===== src/rtl/ram_access_ctrl.sv =====
// ram_access_ctrl: load/store sequencer for a level-sensitive 256x16 RAM.
// Each request runs setup, strobe and hold phases, then a one-cycle response pulse.
`default_nettype none

module ram_access_ctrl #(
    parameter int DEPTH       = 256,
    parameter int WAIT_CYCLES = 1
) (
    input  logic        clk,
    input  logic        rst_n,
    input  logic        req_valid,
    output logic        req_ready,
    input  logic        req_we,
    input  logic [15:0] req_addr,
    input  logic [15:0] req_wdata,
    output logic        resp_valid,
    output logic        resp_err,
    output logic [15:0] resp_rdata,
    output logic [15:0] txn_count,
    output logic        ram_read,
    output logic        ram_write,
    output logic [15:0] ram_addr,
    output logic [15:0] ram_in,
    input  logic [15:0] ram_ou
);

    typedef enum logic [2:0] {
        IDLE   = 3'd0,
        SETUP  = 3'd1,
        ACCESS = 3'd2,
        HOLD   = 3'd3,
        RESP   = 3'd4,
        ERR    = 3'd5
    } state_t;

    // A zero wait setting still gives one strobe cycle.
    localparam logic [3:0]  WAIT_LOAD = (WAIT_CYCLES <= 1) ? 4'd0 : 4'(WAIT_CYCLES - 1);
    localparam logic [16:0] DEPTH_LIM = 17'(DEPTH);

    state_t      state;
    state_t      next_state;
    logic        we_lat;
    logic [3:0]  wait_cnt;
    logic [15:0] rdata_lat;
    logic [15:0] txn_cnt;
    logic        addr_err;
    logic        accept;

    assign addr_err = ({1'b0, req_addr} >= DEPTH_LIM);
    assign accept   = (state == IDLE) && req_valid;

    always_ff @(posedge clk or negedge rst_n) begin
        if (!rst_n) begin
            state <= IDLE;
        end else begin
            state <= next_state;
        end
    end

    always_comb begin
        next_state = state;
        case (state)
            IDLE:    if (req_valid) next_state = addr_err ? ERR : SETUP;
            SETUP:   next_state = ACCESS;
            ACCESS:  if (wait_cnt == 4'd0) next_state = HOLD;
            HOLD:    next_state = RESP;
            RESP:    next_state = IDLE;
            ERR:     next_state = IDLE;
            default: next_state = IDLE;
        endcase
    end

    // Address and data are only captured for in-range requests so that an
    // error response leaves the RAM-side buses untouched.
    always_ff @(posedge clk or negedge rst_n) begin
        if (!rst_n) begin
            we_lat    <= 1'b0;
            ram_addr  <= 16'h0000;
            ram_in    <= 16'h0000;
            wait_cnt  <= 4'd0;
            rdata_lat <= 16'h0000;
            txn_cnt   <= 16'h0000;
        end else begin
            if (accept && !addr_err) begin
                we_lat   <= req_we;
                ram_addr <= req_addr;
                ram_in   <= req_wdata;
            end
            if (state == SETUP) begin
                wait_cnt <= WAIT_LOAD;
            end else if (state == ACCESS && wait_cnt != 4'd0) begin
                wait_cnt <= wait_cnt - 4'd1;
            end
            if (state == ACCESS && wait_cnt == 4'd0 && !we_lat) begin
                rdata_lat <= ram_ou;
            end
            if (state == HOLD) begin
                txn_cnt <= txn_cnt + 16'd1;
            end
        end
    end

    assign req_ready  = rst_n && (state == IDLE);
    assign ram_read   = (state == ACCESS) && !we_lat;
    assign ram_write  = (state == ACCESS) && we_lat;
    assign resp_valid = (state == RESP) || (state == ERR);
    assign resp_err   = (state == ERR);
    assign resp_rdata = (state == ERR) ? 16'h0000 : rdata_lat;
    assign txn_count  = txn_cnt;

endmodule

`default_nettype wire


===== config.mk =====
export PLATFORM = sky130hd
export DESIGN_NAME = ram_access_ctrl
export DESIGN_NICKNAME = d
export VERILOG_FILES = /design/src/rtl/ram_access_ctrl.sv
export SDC_FILE = /design/constraint.sdc
export NUM_CORES = 1
export LEC_CHECK = 0
export CORE_MARGIN = 2
export CORE_UTILIZATION = 44
export CTS_CLUSTER_DIAMETER = 50
export DETAILED_ROUTE_END_ITERATION = 8
export PLACE_DENSITY_LB_ADDON = 0.05
export SLEW_MARGIN = 10
export SYNTH_ARGS = -nofsm -noshare
export SYNTH_HDL_FRONTEND = slang
export SYNTH_SLANG_ARGS = --single-unit

===== constraint.sdc =====
create_clock -name clk -period 2 [get_ports clk]
set_clock_uncertainty 0.15 [all_clocks]
set_input_delay 0.2 -clock clk [delete_from_list [all_inputs] [get_ports clk]]
set_output_delay 0.2 -clock clk [all_outputs]
set_load 0.005 [all_outputs]

== Yosys cells after proc, flatten, opt, wreduce, memory -nomap -nowiden ==
Index checks and enable logic that the tools add are counted.

* Latch bits: 0
* Memories kept: 0
* Bits in read-only memories: 0
* Output and inout port bits: 69
* Bits of input ports: 52
* Flip-flop bits (word level): 72
* Word-level logic and storage cells: 40
* RAM bits: 0

* Magnitude comparators: 1
* Div/mod/pow operators: 0
* Muxes and demuxes: 7
* Bitwise logic cells: 0
* $add $sub $neg: 2
* Equality and inequality tests: 7
* Shift operators: 0
* $mul: 0
* Reductions and logical operators: 16

{| class="wikitable"
|+ Operators by type and width
! cell !! count
|-
| $add A16 B1 Y16 const B || 1
|-
| $ge A16 B9 Y1 const B || 1
|-
| $mux W16 || 1
|-
| $pmux W3 S4 || 1
|-
| $mux W3 || 3
|-
| $logic_and A1 B1 Y1 || 8
|-
| $mux W4 || 2
|-
| $eq A3 B2 Y1 const B || 2
|-
| $eq A3 B3 Y1 const B || 2
|-
| $logic_not A4 Y1 || 1
|-
| $reduce_bool A4 Y1 || 1
|-
| $sub A4 B1 Y4 const B || 1
|-
| $eq A3 B1 Y1 const B || 1
|-
| $logic_not A3 Y1 || 1
|-
| $logic_not A1 Y1 || 2
|-
| $ne A2 B1 Y1 const B || 1
|-
| $ne A2 B2 Y1 const B || 1
|-
| $reduce_and A2 Y1 || 1
|-
| $reduce_bool A2 Y1 || 1
|-
| $logic_or A1 B1 Y1 || 1
|}

== Depth between registers and ports, before layout ==
Gate-level depths: netlist (run 1).

* Depth after elaboration: 4
* Depth in mapped cells: 7
* Depth with buffers taken out: 6

== Least setup slack after synthesis (run 1) ==
Ideal clock, no wire load.

* Path kind: flip-flop to flip-flop
* From: register wait_cnt[0]
* To: register rdata_lat[10]
* Buffers on the path: 1
* Setup time: 0.125 ns
* Arrival time: 1.545 ns
* Stages on the path, launching flop included: 8
* Data required time: 1.725 ns
* Period minus slack after synthesis: 1.820 ns
* Slack: 0.180 ns
* Path through: dfrtp_1 inv_1 ha_1 nor2b_1 and2b_1 nand2_4 buf_6 mux2_4

* Word-level cells in the longest chain between the ends: 3

{| class="wikitable"
|+ Ends and longest elaborated chain
! element !! RTL line !! RTL
|-
| start, declared || 43 || <nowiki>logic [3:0] wait_cnt;</nowiki>
|-
| start signal, assigned || 92 || <nowiki>wait_cnt <= wait_cnt - 4'd1;</nowiki>
|-
| $logic_not A4 Y1 || 94 || <nowiki>if (state == ACCESS && wait_cnt == 4'd0 && !we_lat) begin</nowiki>
|-
| $logic_and A1 B1 Y1 (2 in series) || 94 ||
|-
| end signal, assigned || 95 || <nowiki>rdata_lat <= ram_ou;</nowiki>
|-
| end, declared || 44 || <nowiki>logic [15:0] rdata_lat;</nowiki>
|}

No other way between the ends.
A chain may end at the register's enable or synchronous reset.

== Final worst setup path (run 1) ==
* From: register state[1]
* To: output resp_rdata[14]

* Word-level cells in the longest chain between the ends: 2

{| class="wikitable"
|+ Ends and longest elaborated chain
! element !! RTL line !! RTL
|-
| start, declared || 40 || <nowiki>state_t state;</nowiki>
|-
| start signal, assigned || 56 || <nowiki>state <= next_state;</nowiki>
|-
| $eq A3 B3 Y1 || 108 || <nowiki>assign resp_rdata = (state == ERR) ? 16'h0000 : rdata_lat;</nowiki>
|-
| $mux W16 || 108 ||
|-
| end, declared || 18 || <nowiki>output logic [15:0] resp_rdata,</nowiki>
|}

No other way between the ends.

==> key figures, run 1 <==
Status
  – Status: finished, final reports clean

Logic synthesis
  – Async set or reset register ratio after synthesis: 1.00
  – Yosys cell types: 37
  – Share of the yosys chip area belonging to registers: 0.554
  – Dominant synthesized flop cell: dfrtp_1
  – #FFs+latches synth: 72
  – Mapped Nets: 294
  – Post-synth EDFFs: 0
  – Leading area contributor after synthesis: dfrtp_1
  – Synth area leaders: dfrtp_1 55%, mux2_4 15%, and2_1 4.8%
  – Synthesis warning total: 0
  – Mapped Cells: 240
  – Share of the synthesized area in the top cell type: 0.554
  – Synthesized area: 3250 µm²
  – Avg Inst Size Synth: 13.5 µm²

Route
  – Iter 0 DRT Violations: 48
  – Antenna Nets Post-Route: 0
  – Number of vias per cell: 4.81
  – Routed wire length: 7.44 mm
  – Via count of the routed design: 2378
  – Wirelength per Cell: 15.1 µm
  – DRC: 0
  – Initial DRT Pass Iterations: 4

Floorplan
  – Area of the die: 8090 µm²
  – Die outline width: 89.9 µm
  – Die height: 89.9 µm
  – Ports: 121
  – Starting Density: 0.450
  – Rows: 31
  – Core Region: 7210 µm²

GRT
  – First-pass GRT wire length: 12.1 mm
  – GR Overflow Total: 0
  – Initial antenna violation count: 0
  – Vias in the first global route: 2402
  – GRT Util Overall: 0.189
  – Pin count of the biggest net entering global routing: 73

Clock tree
  – CTS root buf: clkbuf_8
  – CTS buffer count: 9
  – TritonCTS clock tree: done
  – Htree depth: 3
  – Sink Count: 72
  – Worst-path clk slew: 80 ps
  – CTS max path bufs: 2
  – Clk_lat worst skew: 330 ps

Placed design
  – I/O Buffers: 120
  – Post-place setup slack: 39.0 ps
  – DP Area: 4590 µm²
  – Gpl congestion: 0.857
  – Post-DP HPWL: 5.01 mm

Power and ir drop
  – Sw Pwr: 1.40 mW
  – Gate power share: 0.381
  – Sequential share of power: 0.386
  – Power share of the clock group: 0.234
  – Internal Power: 3.51 mW
  – Sw frac: 0.285
  – P per Cell Area: 992 nW/µm²
  – Maximum VDD drop: 0.000403 V
  – Lkg Pwr: 2.40 nW

Setup path
  – Crit-path cells: nor2b_2 -> nand2_2 -> buf_6 -> buf_4 -> buf_4 -> and2_1 -> clkbuf_2
  – CP Capture Type: output port
  – Top Family by Delay on Critical Path: buffers and inverters
  – Crit path largest cell delay: 400 ps
  – Worst-path cell with the longest stage delay: dfrtp_1
  – Worst Path Max Fanout: 6
  – Worst path required time: 1650 ps
  – Startpoint Class: flip-flop
  – CP Data Arrival Time: 1640 ps
  – Most used cell, CP: buf_4
  – Critical path class: flip-flop to output port
  – Worst Path Buf+Inv: 4

Final layout
  – # diodes: 0
  – Nets: 444
  – Share of cells above drive strength 1: 0.273
  – Most common cell after layout, fill and taps aside: clkdlybuf4s50_1
  – Most frequent cells in the layout: 99 x clkdlybuf4s50_1, 71 x dfrtp_1, 32 x mux2_4
  – # fillers: 559
  – Cell area after layout: 4950 µm²
  – Footprint of the multi-input gates: 1380 µm²
  – Area growth syn-to-layout: 52.3%
  – Register area: 1800 µm²

Run
  – Maxcap violations: 0

Timing
  – Slack of the critical path: 10.6 ps
  – Setup violators final: 0
  – Relative slew slack: 0.400
  – RSZ-0062 raised after global routing: true
  – Final Hold Fails: 0
  – Max Slew Vio Count: 0
  – Tcrit/Tclk final: 0.995
  – Slew @ Worst Pin: 900 ps
  – Post-layout minimum cycle time: 1990 ps
  – Maximum clock frequency: 0.503 GHz

Min path
  – Worst Hold Class: input port to flip-flop
## worst paths after layout
check	startpoint	depth (start not counted)	slack [ps]	end
worst max register to register	state[1]	8	70	ram_in[2]
worst max-delay path	state[1]	7	10	resp_rdata[14]
max in group asynchronous	rst_n	3	540	state[0]
worst min-delay path	ram_ou[4]	2	330	rdata_lat[4]
worst min register to register	txn_count[10]	1	330	txn_count[10]
min in group asynchronous	rst_n	3	510	txn_count[6]
## logic make-up (layout without fill, tap and decap cells)
kind of cell / Yosys count / count (layout) / synth area share
AO/OA/AOI/OAI: 11 / 11 / 0.0216
XOR/XNOR: 16 / 16 / 0.0431
adder cells (fa/ha/maj): 2 / 2 / 0.00770
buffers and inverters: 15 / 170 / 0.0289
flip-flops: 72 / 72 / 0.554
multiplexers: 43 / 43 / 0.186
AND/OR/NAND/NOR: 81 / 81 / 0.159
## cells in the mapped netlist, types with 2 or more instances
cell type,n
xor2_1,6
buf_2,3
a21oi_1,2
or4_1,2
nor2b_1,2
nor2_1,10
buf_6,4
mux2_4,32
and2_1,25
dfrtp_1,72
nand4_1,2
o21ai_0,5
xnor2_1,10
nor4_4,2
ha_1,2
nand2_1,14
nor3_1,3
o311ai_0,2
nand3_1,7
mux2_2,10
inv_1,5
and3_1,5
## routing by layer
metal,routed length (µm),GRT usage,vias up
met5,0,0,-
li1,-,-,1125
met2,3610,0.306,89
met3,493,0.0469,9
met4,116,0.0795,0
met1,3220,0.244,1155
## power groups by stage
stage / combinational, mW / sequential, mW / clock (mW)
final: 1.87 / 1.89 / 1.15
after global routing: 2.02 / 1.93 / 1.25
after CTS: 1.87 / 1.89 / 1.18
after detailed placement: 1.77 / 1.92 / 0
after global placement: 1.75 / 1.90 / 0
after floorplan: 0.939 / 1.86 / 0
## worst reg2reg max path, delay by kind of cell, from the launching register on
family / cells / cell delay, ps
and+or+nand+nor: 2 / 240
buffers and inverters: 5 / 700
DFF: 1 / 400
muxes: 1 / 320
## registers in the layout (all words and copies together) (netlist names)
register   flops
ram_addr      16
ram_in        16
rdata_lat     16
state          3
txn_count     16
wait_cnt       4
we_lat         1
## stage by stage
stage	total power, mW	hold WS, ps	std cells	TNS, ps	util
detailed placement	3.69	323	460	0	0.636
finish	4.91	325	494	0	0.686
floorplan	2.80	-246	240	0	-
CTS	4.94	311	488	-1280	0.678
global route	5.21	315	494	-272	0.686
global placement	3.65	320	460	0	0.636
## layout make-up
| class | count | share of cell area |
|---|---|---|
| flip-flops and latches | 72 | 0.364 |
| repair buffers | 149 | 0.288 |
| multi-input cells | 153 | 0.279 |
| clock buffers | 11 | 0.0286 |
| well taps | 99 | 0.0250 |
| clock inverters | 5 | 0.0114 |
| inverters | 5 | 0.00379 |
## timing repair
| item | 4_1_cts | 5_1_grt |
|---|---|---|
| endpoints found under the setup margin | 20 | 32 |
| hold buffers | 1 | 0 |
| buffers inserted | 9 | 6 |
| pin swaps | 2 | 1 |
| cloned | 2 | 0 |
| resized for setup | 20 | 33 |
| hold endpoints to repair | 22 | 0 |
Power figures use the tool's default switching activity.
==> inputs of run 2 (changes only) <==
Settings changed: CORE_MARGIN 2 to 4, PLACE_DENSITY_LB_ADDON 0.05 to 0.15.
==> key figures, run 2 (synthesis gave the netlist of run 1 again) <==
GRT
  – GR Overflow Total: 0
  – Pin count of the biggest net entering global routing: 73
  – First-pass GRT wire length: 12.6 mm
  – Vias in the first global route: 2556
  – GRT Util Overall: 0.189
  – Initial antenna violation count: 0

Setup path
  – CP Data Arrival Time: 2020 ps
  – Worst path required time: 2090 ps
  – CP Capture Type: flip-flop
  – Worst Path Buf+Inv: 2
  – Worst Path Max Fanout: 4
  – Crit path largest cell delay: 410 ps
  – Critical path class: flip-flop to flip-flop
  – Crit-path cells: inv_1 -> ha_1 -> nor2b_1 -> and2b_2 -> buf_4 -> or4_1 -> o311ai_1
  – Startpoint Class: flip-flop
  – Worst-path cell with the longest stage delay: or4_1
  – Top Family by Delay on Critical Path: simple AND/OR/NAND/NOR gates

Route
  – Antenna Nets Post-Route: 0
  – Via count of the routed design: 2323
  – Wirelength per Cell: 16.1 µm
  – Initial DRT Pass Iterations: 4
  – Routed wire length: 7.80 mm
  – DRC: 0
  – Number of vias per cell: 4.81
  – Iter 0 DRT Violations: 80

Floorplan
  – Die outline width: 93.9 µm
  – Ports: 121
  – Rows: 31
  – Starting Density: 0.450
  – Die height: 93.9 µm
  – Area of the die: 8820 µm²
  – Core Region: 7210 µm²

Timing
  – Max Slew Vio Count: 0
  – Setup violators final: 0
  – Post-layout minimum cycle time: 1920 ps
  – Final Hold Fails: 0
  – Maximum clock frequency: 0.520 GHz
  – Slew @ Worst Pin: 899 ps
  – Relative slew slack: 0.401
  – Tcrit/Tclk final: 0.962
  – WHS: 311 ps

Clock tree
  – CTS root buf: clkbuf_8
  – CTS buffer count: 9
  – Worst-path clk slew: 80 ps
  – Sink Count: 72
  – CTS max path bufs: 2
  – TritonCTS clock tree: done
  – Clk_lat worst skew: 350 ps
  – Htree depth: 3

Final layout
  – # diodes: 0
  – Finished Layout Cells: 483
  – Most frequent cells in the layout: 99 x clkdlybuf4s50_1, 71 x dfrtp_1, 32 x mux2_4
  – Most common cell after layout, fill and taps aside: clkdlybuf4s50_1
  – Area growth syn-to-layout: 51.8%
  – # fillers: 567
  – Share of cells above drive strength 1: 0.232
  – Nets: 433
  – Cell area after layout: 4930 µm²

Placed design
  – Gpl congestion: 0.777
  – I/O Buffers: 120
  – Post-DP HPWL: 5.60 mm
  – Dpl cells: 459
  – DP Area: 4600 µm²

Power and ir drop
  – Lkg Pwr: 2.32 nW
  – Sw Pwr: 1.37 mW
  – Sw frac: 0.267
  – Sequential share of power: 0.369
  – Maximum VDD drop: 0.000446 V
  – Pwr Total: 5.14 mW
  – Gate power share: 0.334
  – P per Cell Area: 1040 nW/µm²
  – Internal Power: 3.77 mW
  – Power share of the clock group: 0.297

Status
  – Status: finished, final reports clean

Min path
  – Worst Hold Class: input port to flip-flop

Run
  – Maxcap violations: 0
run 2: metrics by stage:
step	setup slack [ps]	setup TNS, ps	util
2_1_floorplan	180	0	-
3_3_place_gp	78.5	0	0.637
3_5_place_dp	26.2	0	0.637
4_1_cts	-12.3	-12.3	0.681
5_1_grt	-25.7	-54.4	0.683
6_report	76.3	0	0.683
run 2: path summary, 6_finish.rpt:
| path | startpoint | end | slack [ps] | cells after the start |
|---|---|---|---|---|
| hold / removal | req_wdata[1] | ram_in[1] | 310 | 2 |
| setup reg to reg | wait_cnt[1] | wait_cnt[0] | 80 | 7 |
| min in group asynchronous | rst_n | txn_count[13] | 510 | 3 |
| max in group asynchronous | rst_n | state[0] | 550 | 3 |
| setup / recovery | wait_cnt[1] | wait_cnt[0] | 80 | 7 |
| hold reg to reg | txn_count[15] | txn_count[15] | 330 | 1 |
run 2: timing repair:
action	in CTS	in global routing
hold endpoints to repair	12	0
gates resized for setup	28	5
buffers inserted	5	3
endpoints found under the setup margin	20	41
pin swaps	2	3
hold buffers	1	0
run 2: power groups by stage:
stage | sequential, mW | clock (mW) | combinational, mW
3_3_place_gp | 1.90 | 0 | 1.74
3_5_place_dp | 1.92 | 0 | 1.77
5_1_grt | 1.93 | 1.62 | 1.87
4_1_cts | 1.89 | 1.55 | 1.75
6_report | 1.90 | 1.53 | 1.71
2_1_floorplan | 1.86 | 0 | 0.939
run 2: metal layers:
layer	wire [µm]	track usage	up-vias
li1	-	-	1094
met1	3170	0.229	1138
met2	3880	0.299	79
met3	584	0.0793	12
met4	168	0.0722	0
met5	0	0	-
run 2: cell type report:
cell class                 instances  area, µm²  share of cell area
clock buffer                      11        141              0.0287
clock inverter                     5        128              0.0259
inverter                           5       18.8             0.00381
multi-input combinational        153       1380               0.279
sequential                        72       1800               0.366
tap                               99        124              0.0251
timing repair buffer             138       1340               0.272
